--- src/rtl/tx_rr_arbiter_pkg.sv ---
// Shared definitions for the phy_tx lane arbiter: FSM state codes, lane ids,
// default data width and a helper that maps a lane to its grant state.
package tx_rr_arbiter_pkg;

  localparam logic [1:0] ST_IDLE = 2'd0;
  localparam logic [1:0] ST_GNT0 = 2'd1;
  localparam logic [1:0] ST_GNT1 = 2'd2;

  localparam logic LANE0 = 1'b0;
  localparam logic LANE1 = 1'b1;

  localparam int DATA_W_DEF = 8;

  function automatic logic [1:0] gnt_state(input logic lane);
    return (lane == LANE1) ? ST_GNT1 : ST_GNT0;
  endfunction

endpackage

--- src/rtl/tx_rr_arbiter_burst_cnt.sv ---
// Burst length counter: counts pops within one grant and flags the last
// allowed pop (count == BURST-1). Hold wins over clear, clear over enable.
module tx_burst_cnt #(
  parameter int BURST = 4,
  parameter int CNT_W = 3
) (
  input  logic clk,
  input  logic reset_L,
  input  logic i_clr,
  input  logic i_en,
  input  logic i_hold,
  output logic o_tc
);

  localparam logic [CNT_W-1:0] TC_VAL = CNT_W'(BURST - 1);

  logic [CNT_W-1:0] r_cnt;

  assign o_tc = (r_cnt == TC_VAL);

  // Counter never runs past the terminal value; an enable at tc wraps to zero.
  always_ff @(posedge clk) begin
    if (!reset_L) begin
      r_cnt <= '0;
    end else if (i_hold) begin
      r_cnt <= r_cnt;
    end else if (i_clr || (i_en && o_tc)) begin
      r_cnt <= '0;
    end else if (i_en) begin
      r_cnt <= r_cnt + CNT_W'(1);
    end else begin
      r_cnt <= r_cnt;
    end
  end

endmodule

--- src/rtl/tx_rr_arbiter.sv ---
// Round-robin burst arbiter feeding the phy_tx downstream FIFO from two FWFT
// lane FIFOs, with almost-full backpressure and a registered output stream.
module tx_rr_arbiter
  import tx_rr_arbiter_pkg::*;
#(
  parameter int DATA_W = DATA_W_DEF,
  parameter int BURST  = 4,
  parameter int CNT_W  = 3
) (
  input  logic              clk,
  input  logic              reset_L,
  input  logic              fifo_empty0,
  input  logic [DATA_W-1:0] fifo_data0,
  input  logic              fifo_empty1,
  input  logic [DATA_W-1:0] fifo_data1,
  input  logic              almost_full,
  output logic              pop0,
  output logic              pop1,
  output logic [DATA_W-1:0] data_out,
  output logic              valid_out,
  output logic              grant
);

  logic [1:0]        r_state;
  logic              r_grant;
  logic              r_last;
  logic              r_valid;
  logic [DATA_W-1:0] r_data;

  logic [1:0] w_nxt_state;
  logic       w_nxt_grant;
  logic       w_nxt_last;
  logic       w_cnt_clr;
  logic       w_cnt_en;
  logic       w_cnt_hold;
  logic       w_cnt_tc;
  logic       w_req0;
  logic       w_req1;
  logic       w_cur;
  logic       w_req_cur;
  logic       w_req_oth;
  logic       w_idle_lane;
  logic       w_pop0;
  logic       w_pop1;

  assign w_req0    = !fifo_empty0;
  assign w_req1    = !fifo_empty1;
  assign w_cur     = (r_state == ST_GNT1);
  assign w_req_cur = w_cur ? w_req1 : w_req0;
  assign w_req_oth = w_cur ? w_req0 : w_req1;
  // With both lanes requesting, the lane not served last wins.
  assign w_idle_lane = (w_req0 && w_req1) ? !r_last : w_req1;

  assign w_pop0 = reset_L & (r_state == ST_GNT0) & w_req0 & !almost_full;
  assign w_pop1 = reset_L & (r_state == ST_GNT1) & w_req1 & !almost_full;

  tx_burst_cnt #(
    .BURST (BURST),
    .CNT_W (CNT_W)
  ) u_burst_cnt (
    .clk     (clk),
    .reset_L (reset_L),
    .i_clr   (w_cnt_clr),
    .i_en    (w_cnt_en),
    .i_hold  (w_cnt_hold),
    .o_tc    (w_cnt_tc)
  );

  // Next-state, grant bookkeeping and burst counter control.
  always_comb begin
    w_nxt_state = r_state;
    w_nxt_grant = r_grant;
    w_nxt_last  = r_last;
    w_cnt_clr   = 1'b0;
    w_cnt_en    = 1'b0;
    w_cnt_hold  = 1'b0;
    case (r_state)
      ST_IDLE: begin
        if (almost_full || (!w_req0 && !w_req1)) begin
          w_nxt_state = ST_IDLE;
        end else begin
          w_nxt_state = gnt_state(w_idle_lane);
          w_nxt_grant = w_idle_lane;
          w_nxt_last  = w_idle_lane;
          w_cnt_clr   = 1'b1;
        end
      end
      ST_GNT0, ST_GNT1: begin
        if (almost_full) begin
          w_cnt_hold = 1'b1;
        end else if (!w_req_cur || w_cnt_tc) begin
          w_cnt_clr = 1'b1;
          if (w_req_oth) begin
            w_nxt_state = gnt_state(!w_cur);
            w_nxt_grant = !w_cur;
            w_nxt_last  = !w_cur;
          end else if (!w_req_cur) begin
            w_nxt_state = ST_IDLE;
          end else begin
            w_nxt_state = r_state;
          end
        end else begin
          w_cnt_en = 1'b1;
        end
      end
      default: begin
        w_nxt_state = ST_IDLE;
        w_cnt_clr   = 1'b1;
      end
    endcase
  end

  // State, grant history and the registered output stream.
  always_ff @(posedge clk) begin
    if (!reset_L) begin
      r_state <= ST_IDLE;
      r_grant <= LANE0;
      r_last  <= LANE1;
      r_valid <= 1'b0;
      r_data  <= '0;
    end else begin
      r_state <= w_nxt_state;
      r_grant <= w_nxt_grant;
      r_last  <= w_nxt_last;
      r_valid <= w_pop0 | w_pop1;
      if (w_pop0) begin
        r_data <= fifo_data0;
      end else if (w_pop1) begin
        r_data <= fifo_data1;
      end else begin
        r_data <= r_data;
      end
    end
  end

  assign pop0      = w_pop0;
  assign pop1      = w_pop1;
  assign data_out  = r_data;
  assign valid_out = r_valid;
  assign grant     = r_grant;

endmodule
--- config.mk ---
export PLATFORM = sky130hd
export DESIGN_NAME = tx_rr_arbiter
export DESIGN_NICKNAME = d
export VERILOG_FILES = /design/src/rtl/tx_rr_arbiter_pkg.sv /design/src/rtl/tx_rr_arbiter_burst_cnt.sv /design/src/rtl/tx_rr_arbiter.sv
export SDC_FILE = /design/constraint.sdc
export NUM_CORES = 1
export LEC_CHECK = 0
export ABC_AREA = 1
export CELL_PAD_IN_SITES_DETAIL_PLACEMENT = 0
export CELL_PAD_IN_SITES_GLOBAL_PLACEMENT = 1
export CORE_ASPECT_RATIO = 1.2
export CORE_MARGIN = 3
export CORE_UTILIZATION = 32
export DETAILED_ROUTE_END_ITERATION = 12
export GPL_ROUTABILITY_DRIVEN = 0
export GPL_TIMING_DRIVEN = 0
export PLACE_DENSITY = 0.86
export REMOVE_ABC_BUFFERS = 1
export SYNTH_ARGS = -nofsm -noshare
export SYNTH_HDL_FRONTEND = slang
export SYNTH_SLANG_ARGS = --single-unit
--- constraint.sdc ---
create_clock -name clk -period 1.7 [get_ports clk]
set_input_delay 0.34 -clock clk [delete_from_list [all_inputs] [get_ports clk]]
set_output_delay 0.34 -clock clk [all_outputs]
set_load 0.03 [all_outputs]
# ---- After elaboration in Yosys (flattened, before gate mapping)
# Cells that the tools add are included.
dict set report word_totals {
  reg_bits 16
  in_bits 21
  elab_cells 72
}
dict set report op_classes {
  add_sub_neg 1
  n_eq_ne 8
  muxes 29
  bitwise 8
  n_reduce_logical 20
}
# operator n
set op_table {}
lappend op_table {{$mux W8} 2}
lappend op_table {{$mux W1} 15}
lappend op_table {{$mux W2} 7}
lappend op_table {{$ne A2 B2 Y1 const B} 4}
lappend op_table {{$and A1 B1 Y1} 6}
lappend op_table {{$logic_not A1 Y1} 6}
lappend op_table {{$mux W3} 2}
lappend op_table {{$reduce_bool A2 Y1} 3}
lappend op_table {{$reduce_and A5 Y1} 1}
lappend op_table {{$pmux W1 S2} 2}
lappend op_table {{$pmux W2 S2} 1}
lappend op_table {{$add A3 B1 Y3 const B} 1}
lappend op_table {{$eq A3 B2 Y1 const B} 1}
lappend op_table {{$logic_and A1 B1 Y1} 3}
lappend op_table {{$logic_or A1 B1 Y1} 3}
lappend op_table {{$ne A3 B3 Y1 const B} 1}
lappend op_table {{$reduce_and A3 Y1} 1}
lappend op_table {{$eq A2 B1 Y1 const B} 1}
lappend op_table {{$eq A2 B2 Y1 const B} 1}
lappend op_table {{$logic_not A2 Y1} 1}
lappend op_table {{$reduce_and A2 Y1} 1}
lappend op_table {{$reduce_or A2 Y1} 1}
lappend op_table {{$not A1 Y1} 1}
lappend op_table {{$or A1 B1 Y1} 1}

# ---- Depth between registers and ports, before layout
# Gate-level depths: netlist of the first run.
dict set report logic_depth {
  word_depth 11
  depth_mapped 11
}

# ---- By module
# A second synthesis of the first run with hierarchy kept.
dict set report hier_totals {
  cells_unflattened 156
  hier_area_um2 1063.5
}
# mod instances cells_each area_each_um2 seq_area_each_um2
set by_module_without_submodules {}
lappend by_module_without_submodules {tx_rr_arbiter 1 127 883.3 260.2}
lappend by_module_without_submodules {tx_burst_cnt 1 29 180.2 60.1}

# ---- Least setup slack after synthesis of the first run
# OpenSTA, ideal clock, no wires.
dict set report synth_path {
  path_kind {reg2reg}
  startpoint {register r_state[0]}
  endpoint {register r_grant, in the netlist grant}
  setup_ns 0.122
  arrival_ns 1.341
  required_time_ns 1.578
  path_slack_ns 0.237
  stages_incl_launch_ff 10
  path_buffers 1
  synth_period_minus_slack_ns 1.463
  cell_sequence {dfxtp_1 > inv_1 > ha_1 > clkbuf_4 > nand3_1 > nand2_1 > a21oi_2 > nand2_2 > nand2_1 > a21oi_2}
}
dict set report synth_between {
  elab_chain_len 6
}
# item line_no
set synth_rtl {}
lappend synth_rtl {{start, declared} tx_rr_arbiter.sv:24} ;# logic [1:0] r_state;
lappend synth_rtl {{start signal, assigned} tx_rr_arbiter.sv:122} ;# r_state <= w_nxt_state;
lappend synth_rtl {{$eq A2 B2 Y1} {tx_rr_arbiter.sv:48, tx_rr_arbiter.sv:77}}
lappend synth_rtl {{$logic_not A1 Y1 or $mux W1 (tied branches)} {tx_rr_arbiter.sv:95, tx_rr_arbiter.sv:49}}
lappend synth_rtl {{$mux W1 or $logic_not A1 Y1 (tied branches)} -}
lappend synth_rtl {{$mux W1 or $logic_or A1 B1 Y1 (tied branches)} tx_rr_arbiter.sv:91} ;# end else if (!w_req_cur || w_cnt_tc) begin
lappend synth_rtl {{$mux W1 or $ne A2 B2 Y1 (tied branches)} -}
lappend synth_rtl {{$pmux W1 S2 or $reduce_and A5 Y1 (tied branches)} -}
lappend synth_rtl {{end signal, assigned} tx_rr_arbiter.sv:123} ;# r_grant <= w_nxt_grant;
lappend synth_rtl {{end, declared} tx_rr_arbiter.sv:25} ;# logic r_grant;
# Several ways; a longest one is shown, not always the timed one. The select of a mux whose other input is x is not followed.
# A chain may end at the register's enable or synchronous reset.

# ---- Final worst setup path of the first run
dict set report layout_path {
  startpoint {register r_data[3], in the netlist data_out[3]}
  endpoint {output port data_out[3]}
}
# item line_no
set layout_lines {}
lappend layout_lines {{start, declared} tx_rr_arbiter.sv:28} ;# logic [DATA_W-1:0] r_data;
lappend layout_lines {{start signal, assigned} tx_rr_arbiter.sv:127} ;# r_data <= fifo_data0;
lappend layout_lines {{start signal, assigned} tx_rr_arbiter.sv:129} ;# r_data <= fifo_data1;
lappend layout_lines {{start signal, assigned} tx_rr_arbiter.sv:131} ;# r_data <= r_data;
lappend layout_lines {{end, declared} tx_rr_arbiter.sv:19} ;# output logic [DATA_W-1:0] data_out,
# No word-level cell between the ends.

==> out/metrics.yaml, run 1 <==
final_cell_count_no_fill: 209
cts_buffers: 3
slew_violations: 0
crit_buf_inv: 1
crit_family: "buffers and inverters"
boundaryPins: 33
cap_violations: 0
grt_pass1_vias: 896
grt_antenna_before_repair: 0
cp_max_fo: 2
crit_path_cell_trace: "clkdlybuf4s50_1"
holdCritPathClass: "flip-flop to flip-flop"
place_hpwl_um: 1840
grt_usage_pct: 13.2
synth_seq_cells: 16
clk_latency_ns: 0.30
critPathArrivalTime_ns: 1.32
crit_type: "flip-flop to primary output"
cts_tree: "yes"
core-area_um2: 3080
grt_pass1_wl_um: 4010
required_ns: 1.36
clk_path_buf_depth: 2
drt-initial-drc-count: 28
worst_pin_slew_ns: 0.458
dieHeight_um: 68.4
powerDensity_nw_per_um2: 1060
syn_inst: 135
area_growth_pct: 45.1
synth.distinct_cells: 25
num_rows: 22
vias: 993
status: "finished, final reports clean"
fmax_ghz: 0.604
finalPower_mw: 1.60
slowest_stage: "clkdlybuf4s50_1"
fin_skew_ns: 0.00860
hold_viol: 0
avgSynthCellArea_um2: 7.69
endpoint_kind: "primary output"
dr.pass1.iters: 4
slowest_delay_ns: 0.67
h-tree-depth: 1
synth.area.top_cells: "dfxtp_1 (31%), nand2_1 (13%), ha_1 (7.2%), nand3_1 (7.2%), nor2_8 (5.8%)"
die-area_um2: 3970
floorplan.initialDensity_pct: 33.7
yosysWarnings: 0
drc: 0
ys_seq_area_share_pct: 30.8
setup-violations-final: 0
peakVddDrop_mv: 0.629
layout.nets: 201
grt_overflow: 0
cts_root_buf: "clkbuf_4"
cts_sinks: 16
layout_min_cycle_time_ns: 1.66
grt_max_degree: 12
fin_crit_sh_pct: 97.4
path_clk_slew_ns: 0.09
rsz0062_at_grt: "no"
io_buffers: 32
die_w_um: 58.0
antenna_left: 0
p_leak_nw: 0.701
relSlewSlack_pct: 69.5
nFillCells: 322
synth_area_um2: 1040
start_kind: "flip-flop"
post_drt_wl_per_cell_um: 12.1
drive_above_1_share_pct: 26.0
vias_per_cell: 4.75
finalWirelength_um: 2520
dp.cells: 201
netlist.top_cell.by_area: "dfxtp_1"
n_antenna_cell: 0
whs_ns: 0.476
synth_top_area_share_pct: 30.8
==> registers in the layout (all words and copies together), names as in the netlist <==
name / cells
data_out: 8
grant: 1
r_last: 1
r_state: 2
u_burst_cnt.r_cnt: 3
valid_out: 1
==> routing by layer <==
layer | up-vias | track usage (%) | share of wire [%]
met5 | - | 0 | 0
met4 | 0 | 6.96 | 2.3
met3 | 5 | 1.13 | 3.4
met2 | 20 | 20.1 | 49
met1 | 452 | 18.3 | 46
li1 | 516 | - | -
==> cell type report <==
type                    instances  area [um2]  share of cell area [%]
well taps                      36        45.0                    2.99
inverters                      18        75.1                    4.98
multi-input cells              99         667                    44.3
flip-flops and latches         16         325                    21.6
repair buffers                 36         358                    23.8
clock buffers                   4        36.3                    2.41
==> through the flow <==
step / utilization, % / TNS [ns] / area (um2) / setup WS (ns)
2_1_floorplan: - / 0 / 1020 / 0.217
3_3_place_gp: 44.9 / -2.70 / 1390 / -0.832
3_5_place_dp: 44.9 / -2.75 / 1390 / -0.832
4_1_cts: 47.6 / 0 / 1470 / 0.00410
5_1_grt: 48.9 / 0 / 1510 / 0.00286
6_report: 48.9 / 0 / 1510 / 0.0440
==> cells by family after synthesis <==
group	after synthesis	synth area share, %
flops	16	30.8
fa+ha+maj	6	7.23
buf+inv	20	8.55
simple gates	75	42.4
compound gates	18	11.0
==> cells in the mapped netlist <==
cell type	number
nand2_1	36
dfxtp_1	16
nand3_1	15
inv_1	13
a31oi_1	7
nand2_2	7
ha_1	6
a21oi_1	5
inv_2	4
a21oi_2	3
nand3_2	3
nor2_2	3
nor2_8	3
nand2_8	2
nor2_1	2
buf_6	1
clkbuf_4	1
inv_4	1
nand2_4	1
nand3b_1	1
nand4_1	1
nor3_1	1
o21ai_0	1
o21ai_1	1
o21ai_2	1
==> power breakdown <==
part	total (mW)	internal (mW)	leakage (nW)	switching (mW)
registers	0.508	0.454	0.131	0.0539
clock network	0.266	0.131	0.0210	0.136
logic	0.824	0.345	0.548	0.479
total	1.60	0.929	0.701	0.669
==> worst paths after layout <==
check / end / from / slack, ns / cells after the start
min: grant$_SDFFE_PN0P_ / grant$_SDFFE_PN0P_ / 0.48 / 2
max reg2reg: r_state[1]$_SDFFE_PN0P_ / r_state[0]$_SDFFE_PN0P_ / 0.19 / 11
max: data_out[3] / data_out[3]$_SDFFE_PN0P_ / 0.04 / 1
min reg2reg: grant$_SDFFE_PN0P_ / grant$_SDFFE_PN0P_ / 0.48 / 2
==> layout by cell type, fill, tap and decap left out, types with 2 or more instances in the layout <==
master | synthesis | routed
ha_4 | 0 | 3
nor2_8 | 3 | 3
nand3_1 | 15 | 15
nand2_8 | 2 | 2
clkdlybuf4s50_1 | 0 | 25
clkbuf_4 | 1 | 3
a21oi_1 | 5 | 5
dfxtp_1 | 16 | 14
dlymetal6s2s_1 | 0 | 4
nor2_2 | 3 | 3
ha_1 | 6 | 3
a31oi_1 | 7 | 7
buf_4 | 0 | 5
nor2_1 | 2 | 2
nand2_1 | 36 | 36
inv_2 | 4 | 4
inv_4 | 1 | 3
inv_1 | 13 | 11
a21oi_2 | 3 | 3
nand3_2 | 3 | 3
nand2_2 | 7 | 7
==> repair_timing <==
action                     in CTS  in global routing
buffers inserted                3                  1
hold buffers                    0                  0
pin swaps                       2                  0
setup endpoints to repair       2                  8
gates resized for setup        21                 10
Note: power is estimated with default switching activity, not from simulation.
==> run 2, diff against run 1 <==
Settings changed: SKIP_LAST_GASP from default to 1.
==> run 2 against run 1 <==
Compared with the run above:
- wire length down 0.32%
- clock-buffer cell count unchanged
- worst setup slack better by 0.0079 ns
- global-route usage unchanged
- critical path depth unchanged
- cell count unchanged
- largest cell class unchanged
- largest power group unchanged
==> out/metrics.yaml, run 2 (synthesis results as in run 1) <==
status: "finished, final reports clean"
cp_max_fo: 2
required_ns: 1.36
boundaryPins: 33
crit_type: "flip-flop to primary output"
num_rows: 22
rsz0062_at_grt: "yes"
crit_family: "buffers and inverters"
floorplan.initialDensity_pct: 33.7
utilization_pct: 48.8
slowest_delay_ns: 0.67
finalWirelength_um: 2520
holdCritPathClass: "flip-flop to flip-flop"
worst_pin_slew_ns: 0.457
grt_usage_pct: 13.2
vias_per_cell: 4.72
hold_viol: 0
drive_above_1_share_pct: 26.0
fin_crit_sh_pct: 96.9
layout.nets: 201
place_hpwl_um: 1840
relSlewSlack_pct: 69.5
slew_violations: 0
grt_overflow: 0
clk_path_buf_depth: 2
fmax_ghz: 0.607
drc: 0
post_drt_wl_per_cell_um: 12.0
start_kind: "flip-flop"
critPathArrivalTime_ns: 1.31
fin_ws_ns: 0.0519
final_common_cell: "nand2_1"
antenna_left: 0
vias: 987
n_antenna_cell: 0
clk_latency_ns: 0.29
dp_slack_ns: -0.832
io_buffers: 32
die-area_um2: 3970
cts_root_buf: "clkbuf_4"
layout_min_cycle_time_ns: 1.65
path_clk_slew_ns: 0.10
fin_skew_ns: 0.00489
h-tree-depth: 1
grt_antenna_before_repair: 0
slowest_stage: "clkdlybuf4s50_1"
drt-initial-drc-count: 28
grt_max_degree: 12
dr.pass1.iters: 4
peakVddDrop_mv: 0.621
area_growth_pct: 44.8
crit_buf_inv: 1
nFillCells: 323
p_leak_nw: 0.700
layout_common_cells: "nand2_1 (36), clkdlybuf4s50_1 (25), nand3_1 (15), dfxtp_1 (14), inv_1 (11)"
grt_pass1_wl_um: 4010
cts_tree: "yes"
cts_buffers: 3
crit_path_cell_trace: "clkdlybuf4s50_1"
cts_sinks: 16
cap_violations: 0
largest_register_ffs: 8
powerDensity_nw_per_um2: 1060
grt_pass1_vias: 896
core-area_um2: 3080
setup-violations-final: 0
dieHeight_um: 68.4
die_w_um: 58.0
endpoint_kind: "primary output"
==> run 2: cell count changes in the layout (fill, tap and decap cells not counted) <==
cell   before  now
inv_4       3    2
inv_2       4    5
==> run 2: stage by stage <==
step	cell area [um2]	TNS, ns	hold WS, ns	power (mW)	instances
after floorplan	1020	0	0.425	1.05	133
after global placement	1390	-2.70	0.456	1.23	201
after detailed placement	1390	-2.75	0.468	1.25	201
after CTS	1470	0	0.485	1.56	208
after global routing	1500	-0.0247	0.502	1.72	209
final	1500	0	0.477	1.59	209
==> run 2: timing repair <==
item	4_1_cts	5_1_grt
endpoints found under the setup margin	2	8
pin swaps	2	0
resized for setup	21	9
setup buffers	3	1
hold buffers	0	0
==> run 2: metal layers <==
metal	global-route usage (%)	vias up	wire length (um)
li1	-	518	-
met1	18.3	447	1170
met2	20.1	20	1250
met3	1.13	2	84
met4	6.96	0	13
met5	0	-	0
==> run 2: final timing paths <==
path	from	to	slack [ns]	cells after the start
max reg2reg	r_state[0]$_SDFFE_PN0P_	r_state[1]$_SDFFE_PN0P_	0.19	11
min	grant$_SDFFE_PN0P_	grant$_SDFFE_PN0P_	0.48	2
max	data_out[3]$_SDFFE_PN0P_	data_out[3]	0.05	1
min reg2reg	grant$_SDFFE_PN0P_	grant$_SDFFE_PN0P_	0.48	2
==> run 2: power breakdown <==
| part | internal (mW) | leakage, nW | switching [mW] |
|---|---|---|---|
| combinational | 0.343 | 0.548 | 0.481 |
| sequential | 0.454 | 0.131 | 0.0519 |
| clock | 0.130 | 0.0210 | 0.129 |
==> run 2: cell type report <==
type                    count  area [um2]  area share, %
clock buffers               4        36.3           2.41
inverters                  18        72.6           4.83
flip-flops and latches     16         325           21.6
repair buffers             36         358           23.8
multi-input cells          99         667           44.3
well taps                  36        45.0           3.00
